==> config.mk <==
export PLATFORM = sky130hd
export DESIGN_NAME = conv_encoder_bs
export DESIGN_NICKNAME = d
export VERILOG_FILES = /design/src/rtl/conv_encoder_bs.sv
export SDC_FILE = /design/constraint.sdc
export NUM_CORES = 2
export LEC_CHECK = 0
export BUFFER_PORTS_ARGS = -buffer_cell sky130_fd_sc_hd__buf_2
export CAP_MARGIN = 5
export CORE_ASPECT_RATIO = 0.8
export CORE_MARGIN = 1
export CORE_UTILIZATION = 40
export DETAILED_ROUTE_END_ITERATION = 10
export GPL_ROUTABILITY_DRIVEN = 0
export GPL_TIMING_DRIVEN = 1
export HOLD_SLACK_MARGIN = 0.05
export PLACE_DENSITY = 0.58
export SYNTH_ARGS = -nofsm -noshare
export SYNTH_HDL_FRONTEND = slang
export SYNTH_SLANG_ARGS = --single-unit
==> constraint.sdc <==
create_clock -name clk -period 10.3 [get_ports clk]
set_input_delay 3.09 -clock clk [delete_from_list [all_inputs] [get_ports clk]]
set_output_delay 3.09 -clock clk [all_outputs]
set_load 0.05 [all_outputs]
==> src/rtl/conv_encoder_bs.sv <==
// Byte-serial rate-1/3 tail-biting convolutional encoder, K=7, generators 133/171/165 (octal).
// Optional feature macro: CONV_ENC_LONG_BLOCK_EN enables 768-byte blocks via code_block_length.
module conv_encoder_bs (
    input  logic       clk,
    input  logic       reset,
    input  logic       data_valid,
    input  logic [7:0] tail_byte,
    input  logic       code_block_length,
    input  logic       blk_empty,
    input  logic [7:0] blk_data,
    output logic       blk_data_rdreq,
    input  logic       rdreq_subblock,
    output logic [7:0] q0,
    output logic [7:0] q1,
    output logic [7:0] q2,
    output logic       computation_done,
    output logic       length_out
);

`ifdef CONV_ENC_LONG_BLOCK_EN
    localparam int unsigned DEPTH   = 768;
    localparam int unsigned CW      = 10;
    localparam int unsigned LONG_N  = 768;
`else
    localparam int unsigned DEPTH   = 132;
    localparam int unsigned CW      = 8;
`endif
    localparam int unsigned SHORT_N = 132;

    typedef enum logic [1:0] {
        ST_IDLE,
        ST_READ,
        ST_DONE,
        ST_OUT
    } state_t;

    state_t        state;
    state_t        state_nxt;
    logic          start;
    logic          rd_accept;
    logic          rd_pend;
    logic [5:0]    sr;
    logic [5:0]    sr_nxt;
    logic [7:0]    enc_d0;
    logic [7:0]    enc_d1;
    logic [7:0]    enc_d2;
    logic [CW-1:0] req_cnt;
    logic [CW-1:0] wr_cnt;
    logic [CW-1:0] rd_idx;
    logic [CW-1:0] blk_n;
    logic [CW-1:0] last_idx;
    logic          unused_in;

    logic [7:0] buf_d0 [DEPTH];
    logic [7:0] buf_d1 [DEPTH];
    logic [7:0] buf_d2 [DEPTH];

`ifdef CONV_ENC_LONG_BLOCK_EN
    logic long_q;

    // Block length is frozen at start so a changing port cannot corrupt a block in flight.
    always_ff @(posedge clk or negedge reset) begin
        if (!reset) begin
            long_q <= 1'b0;
        end else if (start) begin
            long_q <= code_block_length;
        end
    end

    assign blk_n      = long_q ? CW'(LONG_N) : CW'(SHORT_N);
    assign length_out = long_q;
    assign unused_in  = ^tail_byte[7:6];
`else
    assign blk_n      = CW'(SHORT_N);
    assign length_out = 1'b0;
    assign unused_in  = ^{tail_byte[7:6], code_block_length};
`endif

    assign last_idx = blk_n - CW'(1);

    // State register
    always_ff @(posedge clk or negedge reset) begin
        if (!reset) begin
            state <= ST_IDLE;
        end else begin
            state <= state_nxt;
        end
    end

    // Next state and FIFO/readout handshakes
    always_comb begin
        state_nxt      = state;
        blk_data_rdreq = 1'b0;
        start          = 1'b0;
        rd_accept      = 1'b0;
        case (state)
            ST_IDLE: begin
                if (data_valid) begin
                    start     = 1'b1;
                    state_nxt = ST_READ;
                end
            end
            ST_READ: begin
                blk_data_rdreq = !blk_empty && (req_cnt != blk_n);
                if (rd_pend && (wr_cnt == last_idx)) begin
                    state_nxt = ST_DONE;
                end
            end
            ST_DONE: begin
                state_nxt = ST_OUT;
            end
            ST_OUT: begin
                if (rdreq_subblock) begin
                    rd_accept = 1'b1;
                    if (rd_idx == last_idx) begin
                        state_nxt = ST_IDLE;
                    end
                end
            end
            default: begin
                state_nxt = ST_IDLE;
            end
        endcase
    end

    // Eight trellis steps per byte; sr[0] is D1 (most recent bit), sr[5] is D6.
    always_comb begin
        logic [5:0] st;
        logic       c;
        enc_d0 = '0;
        enc_d1 = '0;
        enc_d2 = '0;
        st     = sr;
        c      = 1'b0;
        for (int k = 0; k < 8; k++) begin
            c             = blk_data[7-k];
            enc_d0[7-k]   = c ^ st[1] ^ st[2] ^ st[4] ^ st[5];
            enc_d1[7-k]   = c ^ st[0] ^ st[1] ^ st[2] ^ st[5];
            enc_d2[7-k]   = c ^ st[0] ^ st[1] ^ st[3] ^ st[5];
            st            = {st[4:0], c};
        end
        sr_nxt = st;
    end

    // Encoder state, counters and registered outputs
    always_ff @(posedge clk or negedge reset) begin
        if (!reset) begin
            sr               <= '0;
            req_cnt          <= '0;
            wr_cnt           <= '0;
            rd_idx           <= '0;
            rd_pend          <= 1'b0;
            computation_done <= 1'b0;
            q0               <= '0;
            q1               <= '0;
            q2               <= '0;
        end else begin
            rd_pend          <= blk_data_rdreq;
            computation_done <= (state == ST_DONE);
            if (start) begin
                sr      <= tail_byte[5:0];
                req_cnt <= '0;
                wr_cnt  <= '0;
                rd_idx  <= '0;
            end
            if (blk_data_rdreq) begin
                req_cnt <= req_cnt + CW'(1);
            end
            if (rd_pend) begin
                sr     <= sr_nxt;
                wr_cnt <= wr_cnt + CW'(1);
            end
            if (rd_accept) begin
                q0     <= buf_d0[rd_idx];
                q1     <= buf_d1[rd_idx];
                q2     <= buf_d2[rd_idx];
                rd_idx <= rd_idx + CW'(1);
            end
        end
    end

    // Parity stream buffers, written at the byte count of the data being consumed
    always_ff @(posedge clk) begin
        if (rd_pend) begin
            buf_d0[wr_cnt] <= enc_d0;
            buf_d1[wr_cnt] <= enc_d1;
            buf_d2[wr_cnt] <= enc_d2;
        end
    end

endmodule

==> impl_metrics.yaml <==
status:
  status: "complete, no violations"
routing:
  first_pass_iters: 6
  wl_um: 346000
  routed_via_density: 5.94
  num_vias: 61800
  antenna_left: 0
  drcViolationCount: 0
  drt-initial-drc-count: 8616
  wl_per_cell_um: 33.2
min_path:
  hold_path_startpoint: "req_cnt[7]$_DFFE_PN0P_"
  hold_depth: 1
  whs_endpoint: "req_cnt[7]$_DFFE_PN0P_"
  holdCritPathClass: "register to register"
clocking:
  cts_max_level: 5
  clock_sinks: 3226
  clockRootBuffer: "clkbuf_16"
  post_cts_buffers: 0
  numCtsBuffers: 305
  clockBufferDepth: 4
  cts_tree: "yes"
  clk_pin_slew_worst_paths_ns: 0.06
  cts_resized: 0
  clkLatencyLatePin_ns: 0.87
  ctsHoldBuffers: 0
pwr:
  power_frac_seq: 0.461
  switching_power_mw: 12.9
  p_clk_frac: 0.269
  internal_power_mw: 28.0
  ir_worst_vdd_v: 0.000501
  p_comb_frac: 0.270
  p_leak_nw: 43.9
  power_density_nw_per_um2: 290
  p_sw_frac: 0.316
worst_setup_path:
  arrival_ns: 3.99
  required_ns: 7.21
  path_class: "primary input to output port"
  r2r_end: "q0[2]$_DFFE_PN0P_"
  cp-end-kind: "output port"
  reg2regPathDepth: 8
  worstReg2RegStart: "rd_idx[1]$_DFFE_PN0P_"
  r2r_slack_ns: 5.00
  cp-start-kind: "primary input"
  critPathMaxFanout: 14
die:
  ios: 49
  die_x_um: 627
  start_util: 0.402
  die-area_um2: 315000
  core-area_um2: 311000
  row_count: 183
  die_h_um: 502
cells_and_area:
  nets: 6043
  area_growth_pct: 12.9
  drive_above_1_share: 0.266
  fin_util: 0.454
logic_synthesis:
  synth_area_um2: 125000
  async_flop_share: 0.0180
  synth-edff-count: 3168
  synth.avg_cell_area_um2: 21.8
  synthFlopType: "edfxtp_1"
  synth_cells: 5720
  synth-seq-cells: 3226
  synth_warnings: 0
  synth_cell_types: 68
  synthesis.nets: 5754
  ys_seq_area_frac: 0.773
timing:
  post-route-period-util: 0.687
  rsz0062_at_grt: "false"
  max_slew_margin: 0.115
  fin_worst_skew_ns: 0.0363
  setup_tns_ns: 0
  setup_viol: 0
  drv_slew: 0
  worst_pin_slew_ns: 1.32
  period_needed_ns: 7.08
  finalWorstSetupSlack_ns: 3.22
  fmax_ghz: 0.141
  hold_viol: 0
place:
  port_buffers: 44
  place_ws_ns: 3.23
  dp_hpwl_um: 187000
grt:
  grt_pass1_wl_um: 478000
  grt_max_degree: 125
  antenna_found_initial: 31
  first_global_vias: 60900
  grt_overflow: 0
  grt_util_all_layers: 0.218
job:
  drv_cap: 0
stage by stage:
| stage | area (um2) | hold slack [ns] | power (mW) | cells |
|---|---|---|---|---|
| 2_1_floorplan | 125000 | 0.442 | 26.5 | 5720 |
| 3_3_place_gp | 131000 | 0.485 | 29.8 | 9860 |
| 3_5_place_dp | 131000 | 0.487 | 30.2 | 9860 |
| 4_1_cts | 141000 | 0.495 | 41.1 | 10400 |
| 5_1_grt | 141000 | 0.537 | 42.2 | 10400 |
| 6_report | 141000 | 0.495 | 41.0 | 10400 |
critical path: stages:
cell and delay [ns]:
buf_2 0.10, inv_1 0.05, o311ai_1 0.09, buf_4 0.19, inv_1 0.16, buf_2 0.30
synthesized netlist by cell type (5+ instances only):
| cell type | count | area (um2) |
|---|---|---|
| a2111oi_0 | 7 | 61.3 |
| a211o_1 | 6 | 52.6 |
| a211oi_1 | 14 | 105 |
| a21oi_1 | 70 | 350 |
| a221oi_1 | 14 | 123 |
| a22o_1 | 14 | 123 |
| a22oi_1 | 69 | 518 |
| a311oi_1 | 8 | 70.1 |
| a31oi_1 | 34 | 213 |
| a32oi_1 | 7 | 61.3 |
| and2_1 | 6 | 37.5 |
| and3_1 | 10 | 62.6 |
| buf_1 | 21 | 78.8 |
| buf_2 | 91 | 455 |
| buf_4 | 62 | 465 |
| buf_6 | 35 | 394 |
| clkbuf_1 | 113 | 424 |
| dfrtp_1 | 58 | 1450 |
| edfxtp_1 | 3168 | 95100 |
| ha_1 | 12 | 150 |
| inv_1 | 12 | 45.0 |
| mux2_2 | 19 | 214 |
| mux2i_1 | 397 | 3970 |
| mux4_2 | 732 | 16500 |
| nand2_1 | 153 | 574 |
| nand3_1 | 40 | 200 |
| nand4_1 | 9 | 56.3 |
| nor2_1 | 187 | 702 |
| nor2b_1 | 11 | 68.8 |
| nor3_1 | 25 | 125 |
| nor4_1 | 8 | 50.1 |
| o211ai_1 | 19 | 143 |
| o21ai_0 | 98 | 490 |
| o221ai_1 | 24 | 210 |
| o22ai_1 | 44 | 275 |
| o31ai_1 | 6 | 45.0 |
| or3_1 | 5 | 31.3 |
| xnor2_1 | 44 | 385 |
| xor2_1 | 14 | 123 |
how the worst max path moves through the flow:
stage	end	cells past startpoint	slack, ns	start
after floorplan	buf_d0[0][3]$_DFFE_PP_	4	1.61	blk_data[5]
after global placement	blk_data_rdreq	6	3.21	blk_empty
after detailed placement	blk_data_rdreq	6	3.23	blk_empty
after CTS	blk_data_rdreq	6	3.23	blk_empty
after global routing	blk_data_rdreq	6	3.15	blk_empty
final	blk_data_rdreq	6	3.22	blk_empty
layout by cell type, fill, tap and decap left out, types with 23 or more instances in the layout:
master | netlist | layout
edfxtp_1 | 3168 | 3168
mux4_2 | 732 | 732
mux2i_1 | 397 | 397
clkbuf_16 | 0 | 310
buf_4 | 62 | 250
nand2_1 | 153 | 152
o21ai_0 | 98 | 98
nor2_2 | 0 | 85
a21oi_1 | 70 | 70
a22oi_1 | 69 | 69
clkbuf_1 | 113 | 63
nor2_1 | 187 | 60
clkinv_1 | 1 | 58
clkinv_2 | 1 | 51
dfrtp_1 | 58 | 51
o22ai_1 | 44 | 44
buf_2 | 91 | 43
nor2_4 | 0 | 42
nand3_1 | 40 | 39
a31oi_1 | 34 | 34
xnor2_1 | 44 | 26
o221ai_1 | 24 | 24
bufinv_16 | 0 | 23
cell type report:
type | instances | area, um2
Multi-Input combinational cell | 2157 | 27400
Inverter | 15 | 72.6
Fill cell | 25900 | 170000
Sequential cell | 3226 | 96600
Clock inverter | 160 | 1460
Timing Repair Buffer | 304 | 2280
Clock buffer | 381 | 8100
Antenna cell | 6 | 15.0
Tap cell | 4162 | 5210
layer usage:
| metal | global-route usage | vias to the layer above | part of all wire |
|---|---|---|---|
| li1 | - | 24600 | - |
| met1 | 0.325 | 33500 | 0.42 |
| met2 | 0.320 | 3327 | 0.44 |
| met3 | 0.0514 | 473 | 0.11 |
| met4 | 0.0566 | 0 | 0.027 |
| met5 | 0 | - | 0 |
flip-flops by register name, indices dropped and copies added (netlist names):
register / count
buf_d0: 1056
buf_d1: 1056
buf_d2: 1056
q0: 8
q1: 8
q2: 8
rd_idx: 8
req_cnt: 8
wr_cnt: 8
sr: 6
state: 2
computation_done: 1
rd_pend: 1
cell families (layout without fill, tap and decap cells):
kind of cell	after synthesis	in the layout	share of synthesized area
other cells	1	7	0.0000300
xor+xnor	58	58	0.00407
flops	3226	3226	0.773
simple gates	472	472	0.0164
compound gates	466	466	0.0250
buf+inv	337	860	0.0150
fa+ha+maj	12	12	0.00120
mux	1148	1148	0.165
power by group through the flow:
stage / Combinational, mW / Sequential, mW / Clock (mW)
global route: 11.7 / 18.9 / 11.7
detailed placement: 11.0 / 19.2 / 0
global placement: 10.6 / 19.2 / 0
floorplan: 6.51 / 20.0 / 0
finish: 11.0 / 18.9 / 11.0
CTS: 11.0 / 18.9 / 11.2
No activity file was read; power rests on OpenSTA's default activity.
